### config.mk
export PLATFORM = sky130hd
export DESIGN_NAME = segment_monitor
export DESIGN_NICKNAME = d
export VERILOG_FILES = /design/src/rtl/segment_pkg.sv /design/src/rtl/seg_sync.sv /design/src/rtl/segment_monitor.sv
export SDC_FILE = /design/constraint.sdc
export NUM_CORES = 1
export LEC_CHECK = 0
export BUFFER_PORTS_ARGS = -buffer_cell sky130_fd_sc_hd__buf_4
export CAP_MARGIN = 5
export CORE_UTILIZATION = 55
export DETAILED_ROUTE_END_ITERATION = 10
export GPL_ROUTABILITY_DRIVEN = 0
export PLACE_DENSITY = 0.75
export SLEW_MARGIN = 10
export SYNTH_ARGS = -nofsm -noshare
export SYNTH_HDL_FRONTEND = slang
export SYNTH_HIERARCHICAL = 1
export SYNTH_SLANG_ARGS = --single-unit
export TNS_END_PERCENT = 50
### constraint.sdc
create_clock -name clk -period 3.25 [get_ports clk]
set_clock_uncertainty 0.2 [all_clocks]
set_input_delay 0.325 -clock clk [delete_from_list [all_inputs] [get_ports clk]]
set_output_delay 0.325 -clock clk [all_outputs]
set_load 0.05 [all_outputs]
### src/rtl/segment_pkg.sv
// Shared types, segment patterns and decode for the 7-segment display monitor.
package segment_pkg;

  typedef enum logic [1:0] {
    ST_EMPTY  = 2'd0,
    ST_LOCKED = 2'd1,
    ST_SETTLE = 2'd2
  } mon_state_t;

  // Patterns are {g,f,e,d,c,b,a}, active-high.
  localparam logic [6:0] SEG_0     = 7'h3F;
  localparam logic [6:0] SEG_1     = 7'h06;
  localparam logic [6:0] SEG_2     = 7'h5B;
  localparam logic [6:0] SEG_3     = 7'h4F;
  localparam logic [6:0] SEG_4     = 7'h66;
  localparam logic [6:0] SEG_5     = 7'h6D;
  localparam logic [6:0] SEG_6     = 7'h7D;
  localparam logic [6:0] SEG_7     = 7'h07;
  localparam logic [6:0] SEG_8     = 7'h7F;
  localparam logic [6:0] SEG_9     = 7'h6F;
  localparam logic [6:0] SEG_BLANK = 7'h00;

  localparam logic [3:0] DIGIT_BLANK   = 4'hF;
  localparam logic [3:0] DIGIT_ILLEGAL = 4'hE;

  function automatic logic [3:0] seg_decode(input logic [6:0] seg);
    logic [3:0] d;
    case (seg)
      SEG_0:     d = 4'd0;
      SEG_1:     d = 4'd1;
      SEG_2:     d = 4'd2;
      SEG_3:     d = 4'd3;
      SEG_4:     d = 4'd4;
      SEG_5:     d = 4'd5;
      SEG_6:     d = 4'd6;
      SEG_7:     d = 4'd7;
      SEG_8:     d = 4'd8;
      SEG_9:     d = 4'd9;
      SEG_BLANK: d = DIGIT_BLANK;
      default:   d = DIGIT_ILLEGAL;
    endcase
    return d;
  endfunction

endpackage

### src/rtl/seg_sync.sv
// Two-flop synchronizer for the asynchronous segment lines.
module seg_sync (
  input  logic       clk,
  input  logic       reset,
  input  logic [6:0] d,
  output logic [6:0] q
);

  logic [6:0] meta;

  always_ff @(posedge clk or posedge reset) begin
    if (reset) begin
      meta <= '0;
      q    <= '0;
    end else begin
      meta <= d;
      q    <= meta;
    end
  end

endmodule

### src/rtl/segment_monitor.sv
// Debounces a 7-segment display, decodes accepted patterns and flags illegal
// patterns and out-of-order digits.
//
// state     | meaning
// ST_EMPTY  | nothing accepted since reset
// ST_LOCKED | synchronized lines match the accepted pattern
// ST_SETTLE | synchronized lines differ from the accepted pattern
module segment_monitor
  import segment_pkg::*;
#(
  parameter int STABLE_CYCLES = 4,
  parameter int CNT_W         = 16
) (
  input  logic             clk,
  input  logic             reset,
  input  logic [6:0]       segments,
  input  logic             clear,
  output logic [3:0]       digit,
  output logic             digit_valid,
  output logic             invalid,
  output logic             seq_error,
  output logic [CNT_W-1:0] change_count
);

  localparam logic [7:0] RUN_MAX = 8'(STABLE_CYCLES);

  logic [6:0]       seg_s;
  logic [6:0]       candidate;
  logic [6:0]       accepted;
  logic [7:0]       run;
  mon_state_t       state, state_nxt;
  logic             accept;
  logic [3:0]       dec;
  logic [3:0]       ref_digit, ref_nxt;
  logic             ref_valid, ref_valid_nxt;
  logic             inv_nxt, seq_nxt;
  logic [CNT_W-1:0] cnt_nxt;

  seg_sync u_sync (
    .clk   (clk),
    .reset (reset),
    .d     (segments),
    .q     (seg_s)
  );

  always_ff @(posedge clk or posedge reset) begin
    if (reset) begin
      candidate <= '0;
      run       <= '0;
    end else if (seg_s != candidate) begin
      candidate <= seg_s;
      run       <= 8'd1;
    end else if (run != RUN_MAX) begin
      run <= run + 8'd1;
    end
  end

  always_ff @(posedge clk or posedge reset) begin
    if (reset) state <= ST_EMPTY;
    else       state <= state_nxt;
  end

  always_comb begin
    state_nxt = state;
    if (accept) begin
      state_nxt = ST_LOCKED;
    end else begin
      case (state)
        ST_EMPTY:  state_nxt = ST_EMPTY;
        ST_LOCKED: if (seg_s != accepted) state_nxt = ST_SETTLE;
        ST_SETTLE: if (seg_s == accepted) state_nxt = ST_LOCKED;
        default:   state_nxt = ST_EMPTY;
      endcase
    end
  end

  // Clear is applied to the current flags before any acceptance on the same edge.
  always_comb begin
    accept = (seg_s == candidate) && (run == RUN_MAX - 8'd1) &&
             ((state == ST_EMPTY) || (candidate != accepted));
    dec           = seg_decode(candidate);
    inv_nxt       = clear ? 1'b0 : invalid;
    seq_nxt       = clear ? 1'b0 : seq_error;
    cnt_nxt       = clear ? '0 : change_count;
    ref_valid_nxt = clear ? 1'b0 : ref_valid;
    ref_nxt       = clear ? 4'd0 : ref_digit;
    if (accept) begin
      if (cnt_nxt != '1) cnt_nxt = cnt_nxt + CNT_W'(1);
      if (dec == DIGIT_ILLEGAL) begin
        inv_nxt = 1'b1;
      end else if (dec != DIGIT_BLANK) begin
        if (ref_valid_nxt && dec != ((ref_nxt == 4'd9) ? 4'd0 : ref_nxt + 4'd1))
          seq_nxt = 1'b1;
        ref_nxt       = dec;
        ref_valid_nxt = 1'b1;
      end
    end
  end

  always_ff @(posedge clk or posedge reset) begin
    if (reset) begin
      accepted     <= '0;
      digit        <= '0;
      digit_valid  <= 1'b0;
      invalid      <= 1'b0;
      seq_error    <= 1'b0;
      change_count <= '0;
      ref_digit    <= '0;
      ref_valid    <= 1'b0;
    end else begin
      digit_valid  <= accept;
      invalid      <= inv_nxt;
      seq_error    <= seq_nxt;
      change_count <= cnt_nxt;
      ref_digit    <= ref_nxt;
      ref_valid    <= ref_valid_nxt;
      if (accept) begin
        accepted <= candidate;
        digit    <= dec;
      end
    end
  end

endmodule

==> metrics.txt, run 1 <==
Most used DFF post-synth dfrtp_1; CP arrival 2.86 ns; Worst slew margin 0.4120; Routed met3 length 193 um; Yosys top cell by area dfrtp_1; CTS tree yes; fin nets 357; vias in the first global route 2406; Least-Margin Pin Slew 0.8810 ns; Sink Count 66; via/cell ratio 5.613; ys async rst share 1.000; fin worst setup slack 0.4213 ns; Worst Path Max Fanout 19; Final ANT Viol Nets 0; WL met1 2855 um; core area just under 6000 um2; grt ovf 0; detailed-route DRC error count 0; wire length on met2 2964 um; peak supply drop around 0.64 mV; Fillers ~470; maximum number of pins on one net before global-route repair 53; Synth Area in Compound Gates 0.1102; Simple-Gate Fraction of Synth Area 0.1960; multiplexer share of the synthesized area 0.04630; Clock Root Buffer clkbuf_8; Worst EP required 3.28 ns; Initial Util 0.5693; Critical path buffers and inverters 0; Max Used Layer met4; fin crit share 0.8704; largest family of logic cells by synthesized area simple AND/OR/NAND/NOR gates; status complete, no violations; DP Wirelength 4211 um; Max Slew Vio Count 0; adder-cell share of the synthesized area 0.01120; synthesized instance count about 310; total CTS buffers 9; worst path cell trace nor2b_1, ha_1, nand2_1, or4_1, or3_4, nand3_4, nor4_2, mux2_4; H-tree depth 3; CP Launch Type flip-flop; Post-Synth XOR/XNOR Area 0.09410; GRT Total Usage 0.2195; Ys Warns 6; critical path's slowest cell or4_1; Power Dens Cells 424.8 nW/um2; Die Width 80.05 um; leakage 1.672 nW; RSZ-0062 raised after global routing false; I/O pin cnt 33; cell family with most CP delay simple AND/OR/NAND/NOR gates; synth top area cells dfrtp_1 49%, xnor2_1 6.0%, xor2_1 3.4%; global-route wire length before repair about 11000 um; layout cells sized above 1 0.2292; fmax 0.3535 GHz; number of port buffers 32; syn_nets 324; Die Height 80.05 um; wire length per cell 14.42 um; sequential area share after synthesis 0.4929; die area roughly 6400 um2; WL final 6114 um; routed vias 2380; synthesis-to-finish area growth 16.13%; clock latency on the worst-skew pair roughly 0.34 ns; Hold Violations, Final 0; initial drt markers 144; First-pass DRT Iterations 5; num rows 28; ANT cells 0; EDFF count, synth 0; Post-Synthesis Cell Area around 3400 um2; initial antenna violation count 0; Max Cap Viol 0; setup TNS 0 ns; minimum clock period about 2.8 ns; CP peak stage delay 0.51 ns; FF+latch count, synth between 60 and 70; critical path class reg2reg; Post-CTS Setup Inserts 0; Min-Delay Path Class in2reg; Post-Place Worst Slack 0.3823 ns; final setup vio count 0; Reg clk slew, reported paths approximately 0.080 ns; clk buf depth 2; top cell type's share of synthesized area 0.4929; CP Capture Type flip-flop; Distinct cells, synth 62; Synth Area per Inst roughly 11 um2
## report_power, final
| part | switching (W) | internal (W) |
|---|---|---|
| logic | 0.0000423 | 0.0000369 |
| registers | 0.0000214 | 0.000835 |
| clock network | 0.000349 | 0.000369 |
| total | 0.000413 | 0.00124 |
## what timing repair did
item | 4_1_cts | 5_1_grt
endpoints found under the hold margin | 21 | 0
gates resized for setup | 0 | 0
hold buffers | 8 | 0
## flip-flops by register name, indices dropped and copies added, names as in the netlist
register / flops
change_count: 16
run: 8
accepted: 7
candidate: 7
u_sync/meta: 7
u_sync/q: 7
digit: 4
ref_digit: 4
state: 2
digit_valid: 1
invalid: 1
ref_valid: 1
seq_error: 1
## final timing paths
kind / from / to / slack, ns / depth (start not counted)
worst max-delay path: change_count[0] / change_count[11] / 0.42 / 8
worst min-delay path: clear / change_count[0] / 0.11 / 3
worst max register to register: change_count[0] / change_count[11] / 0.42 / 8
worst min register to register: u_sync/meta[2] / u_sync/q[2] / 0.15 / 0
max in group asynchronous: reset / invalid / 1.81 / 3
min in group asynchronous: reset / u_sync/q[0] / 0.37 / 3
## metal layers
| layer | up-vias | GRT usage |
|---|---|---|
| met5 | - | 0 |
| met4 | 0 | 0.1196 |
| met3 | 11 | 0.04886 |
| met2 | 44 | 0.3581 |
| met1 | 1168 | 0.2701 |
| li1 | 1157 | - |
## layout by cell type (no fill, tap or decap), drive strengths merged, types with 3 or more instances in the layout
| master | count |
|---|---|
| nor2b | 8 |
| a21oi | 12 |
| nor3 | 3 |
| nor2 | 18 |
| dfrtp | 66 |
| buf | 36 |
| xor2 | 13 |
| clkbuf | 9 |
| dlygate4sd3 | 8 |
| o31ai | 5 |
| mux2 | 11 |
| or3 | 4 |
| or4 | 8 |
| nand3 | 16 |
| nand3b | 3 |
| inv | 17 |
| xnor2 | 23 |
| o21ai | 5 |
| ha | 3 |
| nand2 | 15 |
| nand4 | 7 |
| o21a | 3 |
| nand2b | 9 |
| nor4 | 7 |
## cell type report
class                      instances  area (um2)  area share
clock inverter                     7       83.83     0.02154
timing repair buffer              44       350.3     0.09003
clock buffer                       9       123.9     0.03183
sequential                        66        1652      0.4244
inverter                          14       53.80     0.01383
tap                               75       93.84     0.02412
multi-input combinational        209        1534      0.3942
## stage by stage
stage	power (W)	area [um2]	util	std cells	hold WS [ns]
2_1_floorplan	0.0009264	3351	-	311	0.01422
3_3_place_gp	0.0009434	3602	0.6120	400	0.1323
3_5_place_dp	0.0009457	3602	0.6120	400	0.1355
4_1_cts	0.001679	3890	0.6609	424	0.09052
5_1_grt	0.001721	3891	0.6611	424	0.09236
6_report	0.001653	3891	0.6611	424	0.1086
## Yosys cell counts (all sizes together), types with 2 or more instances
| master | count |
|---|---|
| dfrtp | 66 |
| xnor2 | 23 |
| nor2 | 18 |
| nand3 | 16 |
| nand2 | 15 |
| inv | 14 |
| xor2 | 13 |
| a21oi | 12 |
| buf | 11 |
| clkbuf | 11 |
| mux2 | 11 |
| nand2b | 9 |
| nor2b | 8 |
| or4 | 8 |
| nand4 | 7 |
| nor4 | 7 |
| o21ai | 5 |
| o31ai | 5 |
| or3 | 4 |
| ha | 3 |
| nand3b | 3 |
| nor3 | 3 |
| o21a | 3 |
| a22oi | 2 |
| and3 | 2 |
| and4 | 2 |
| mux2i | 2 |
| nor3b | 2 |
| o211a | 2 |
| o21bai | 2 |
| o22ai | 2 |
| o31a | 2 |
## cells by family (layout without fill, tap and decap cells)
group	Yosys count	count (layout)
xor+xnor	36	36
fa+ha+maj	3	3
simple gates	108	108
compound gates	49	49
flops	66	66
mux	13	13
buf+inv	36	74
## worst min-delay path: cells and delay by family
kind,cells,cell delay [ns]
buffers and inverters,1,0.09
XOR/XNOR,1,0.12
AND/OR/NAND/NOR,1,0.07
(Power assumes the default switching activity.)
==> inputs of run 2 (changes only) <==
CORE_ASPECT_RATIO = 0.8   (was default)
==> run 2 against run 1 <==
Global-route usage is 0.73 points higher. Via count hardly changed. Critical path depth unchanged. First-iteration DRC count shrank 15%. Fmax rose by 0.61%. Sequential share of layout area increased by 0.33 points. Worst hold slack got worse by 0.023 ns. Count of clock-buffer cells in the layout did not move. Final area shrank 0.77%.
==> metrics.txt, run 2 (synthesis results as in run 1) <==
core area 5881 um2 (about the same); CP peak stage delay 0.52 ns (about the same); CTS tree yes; Min-Delay Path Class in2reg; Max Cap Viol 0 (unchanged); CP Launch Type flip-flop; die area 6410 um2 (about the same); Logic pwr share 0.053 (+0.005); reg2reg setup slack 0.44 ns (+0.02 ns); Worst EP required 3.28 ns (about the same); Initial Util 0.5698 (about the same); most flop-heavy register change_count; RSZ-0062 raised after global routing false; most common cell after layout, fill and taps aside dfrtp_1; Crit Reg-Reg Endpoint change_count[15]; clock latency on the worst-skew pair 0.35 ns (about the same); max reg flops 16 (unchanged); fmax 0.3557 GHz (+0.61%); Worst Path Max Fanout 19 (unchanged); Non-Filler Instances 430 (+1.4%); Seq pwr share 0.559 (+0.041); initial drt markers 123 (-15%); synthesis-to-finish area growth 15.24%; most frequent cells in the layout 66 x dfrtp_1, 36 x buf_4, 23 x xnor2_1; Die Height 71.81 um (-10%); Sink Count 66 (unchanged); routed vias 2378 (-0.084%); fin nets 357 (unchanged); switching pwr 0.0003875 W (-6.1%); I/O pin cnt 33 (unchanged); num rows 25 (-11%); via/cell ratio 5.530 (-1.5%); fin crit share 0.8651 (-0.005309); Reg clk slew, reported paths 0.07 ns (about the same); number of port buffers 32 (unchanged); total CTS buffers 9 (unchanged); CP arrival 2.84 ns (-0.02 ns); worst setup path start change_count[0]; leakage 1.651 nW (-1.3%); Fillers 474 (+0.42%); final setup vio count 0 (unchanged); ANT cells 0 (unchanged); met1 usage 0.3194 (+0.04927); Power Dens Cells 396.9 nW/um2 (-6.6%); peak supply drop 0.3106 mV (-51%); setup TNS 0 ns (unchanged); H-tree depth 3 (unchanged); detailed-route DRC error count 0 (unchanged); top flop regs change_count (16), run (8); r2r worst-path depth 8 (unchanged); global-route wire length before repair 10850 um (+2.3%); r2r startpoint change_count[0]; layout cells sized above 1 0.2292 (unchanged); Clock Root Buffer clkbuf_8; Hold Violations, Final 0 (unchanged); grt ovf 0 (unchanged); DP Wirelength 4393 um (+4.3%); worst path cell trace nor2b_1, ha_1, nand2_1, or4_1, or3_4, nand3_4, nor4_2, mux2_4; maximum number of pins on one net before global-route repair 53 (unchanged); Final ANT Viol Nets 0 (unchanged); clock group share of total power 0.388 (-0.046); minimum clock period 2.811 ns (-0.01725 ns); CP Capture Type flip-flop; GR Util met2 0.3308 (-0.02733); critical path's slowest cell or4_1; WL final 6406 um (+4.8%); Worst slew margin 0.4125 (+0.0005090); Post-CTS Resized 0 (unchanged); wire length per cell 14.90 um (+3.3%); Max Slew Vio Count 0 (unchanged); cell count after placement 406 (+1.5%); critical path capture point change_count[15]; Die Width 89.27 um (+12%); clk buf depth 2 (unchanged); switching fraction of total power 0.2529 (+0.003294); met3 usage 0.07834 (+0.02948); critical path class reg2reg; grt peak-use layer met2; status complete, no violations; initial antenna violation count 0 (unchanged); Int Power 0.001145 W (-7.7%); GRT Total Usage 0.2267 (+0.007287); vias in the first global route 2321 (-3.5%); Least-Margin Pin Slew 0.8812 ns (+0.0002608 ns); First-pass DRT Iterations 4 (-1)
-- run 2: cell type report --
class                   instances  area, um2  share of cell area
flip-flops and latches         66       1652              0.4277
multi-input cells             209       1534              0.3973
repair buffers                 44      350.3             0.09073
clock buffers                   9      123.9             0.03208
well taps                      81      101.3             0.02625
inverters                      14      53.80             0.01393
clock inverters                 7      46.29             0.01199
-- run 2: power by group through the flow --
stage / clock network (W) / logic [W] / registers, W
5_1_grt: 0.000641 / 0.0000913 / 0.000859
4_1_cts: 0.000611 / 0.0000830 / 0.000857
3_5_place_dp: 0 / 0.0000743 / 0.000873
6_report: 0.000595 / 0.0000809 / 0.000857
2_1_floorplan: 0 / 0.0000665 / 0.000860
3_3_place_gp: 0 / 0.0000718 / 0.000871
-- run 2: how the worst min path moves through the flow --
stage,cells past startpoint,to,startpoint
final,3,change_count[0],clear
after global routing,3,change_count[0],clear
after CTS,3,change_count[0],clear
after detailed placement,0,u_sync/q[6],u_sync/meta[6]
after global placement,0,u_sync/q[4],u_sync/meta[4]
after floorplan,1,u_sync/meta[0],reset
-- run 2: what timing repair did --
action                                 in CTS  in global routing
hold buffers                                8                  0
buffers inserted                            0                  0
endpoints found under the hold margin      21                  0
-- run 2: critical path, delay by kind of cell (launching register included) --
family                     cells  cell delay [ns]
adders and majority gates      1             0.24
DFF                            1             0.37
muxes                          1             0.30
and+or+nand+nor                6             1.59
-- run 2: routing by layer --
layer  wire length [um]  vias up
met2               2909       55
met4                 79        0
met1               3127     1161
met3                289       10
li1                   -     1152
met5                  0        -
-- run 2: per-stage QoR --
stage / utilization / hold WS (ns) / total power [W] / setup slack, ns / instance area, um2
2_1_floorplan: - / 0.01422 / 0.0009264 / 0.1659 / 3351
6_report: 0.6566 / 0.08544 / 0.001533 / 0.4385 / 3861
3_3_place_gp: 0.6138 / 0.1321 / 0.0009433 / 0.4727 / 3610
3_5_place_dp: 0.6138 / 0.1358 / 0.0009469 / 0.3799 / 3610
5_1_grt: 0.6566 / 0.08520 / 0.001591 / 0.2733 / 3861
4_1_cts: 0.6564 / 0.06412 / 0.001550 / 0.4404 / 3860
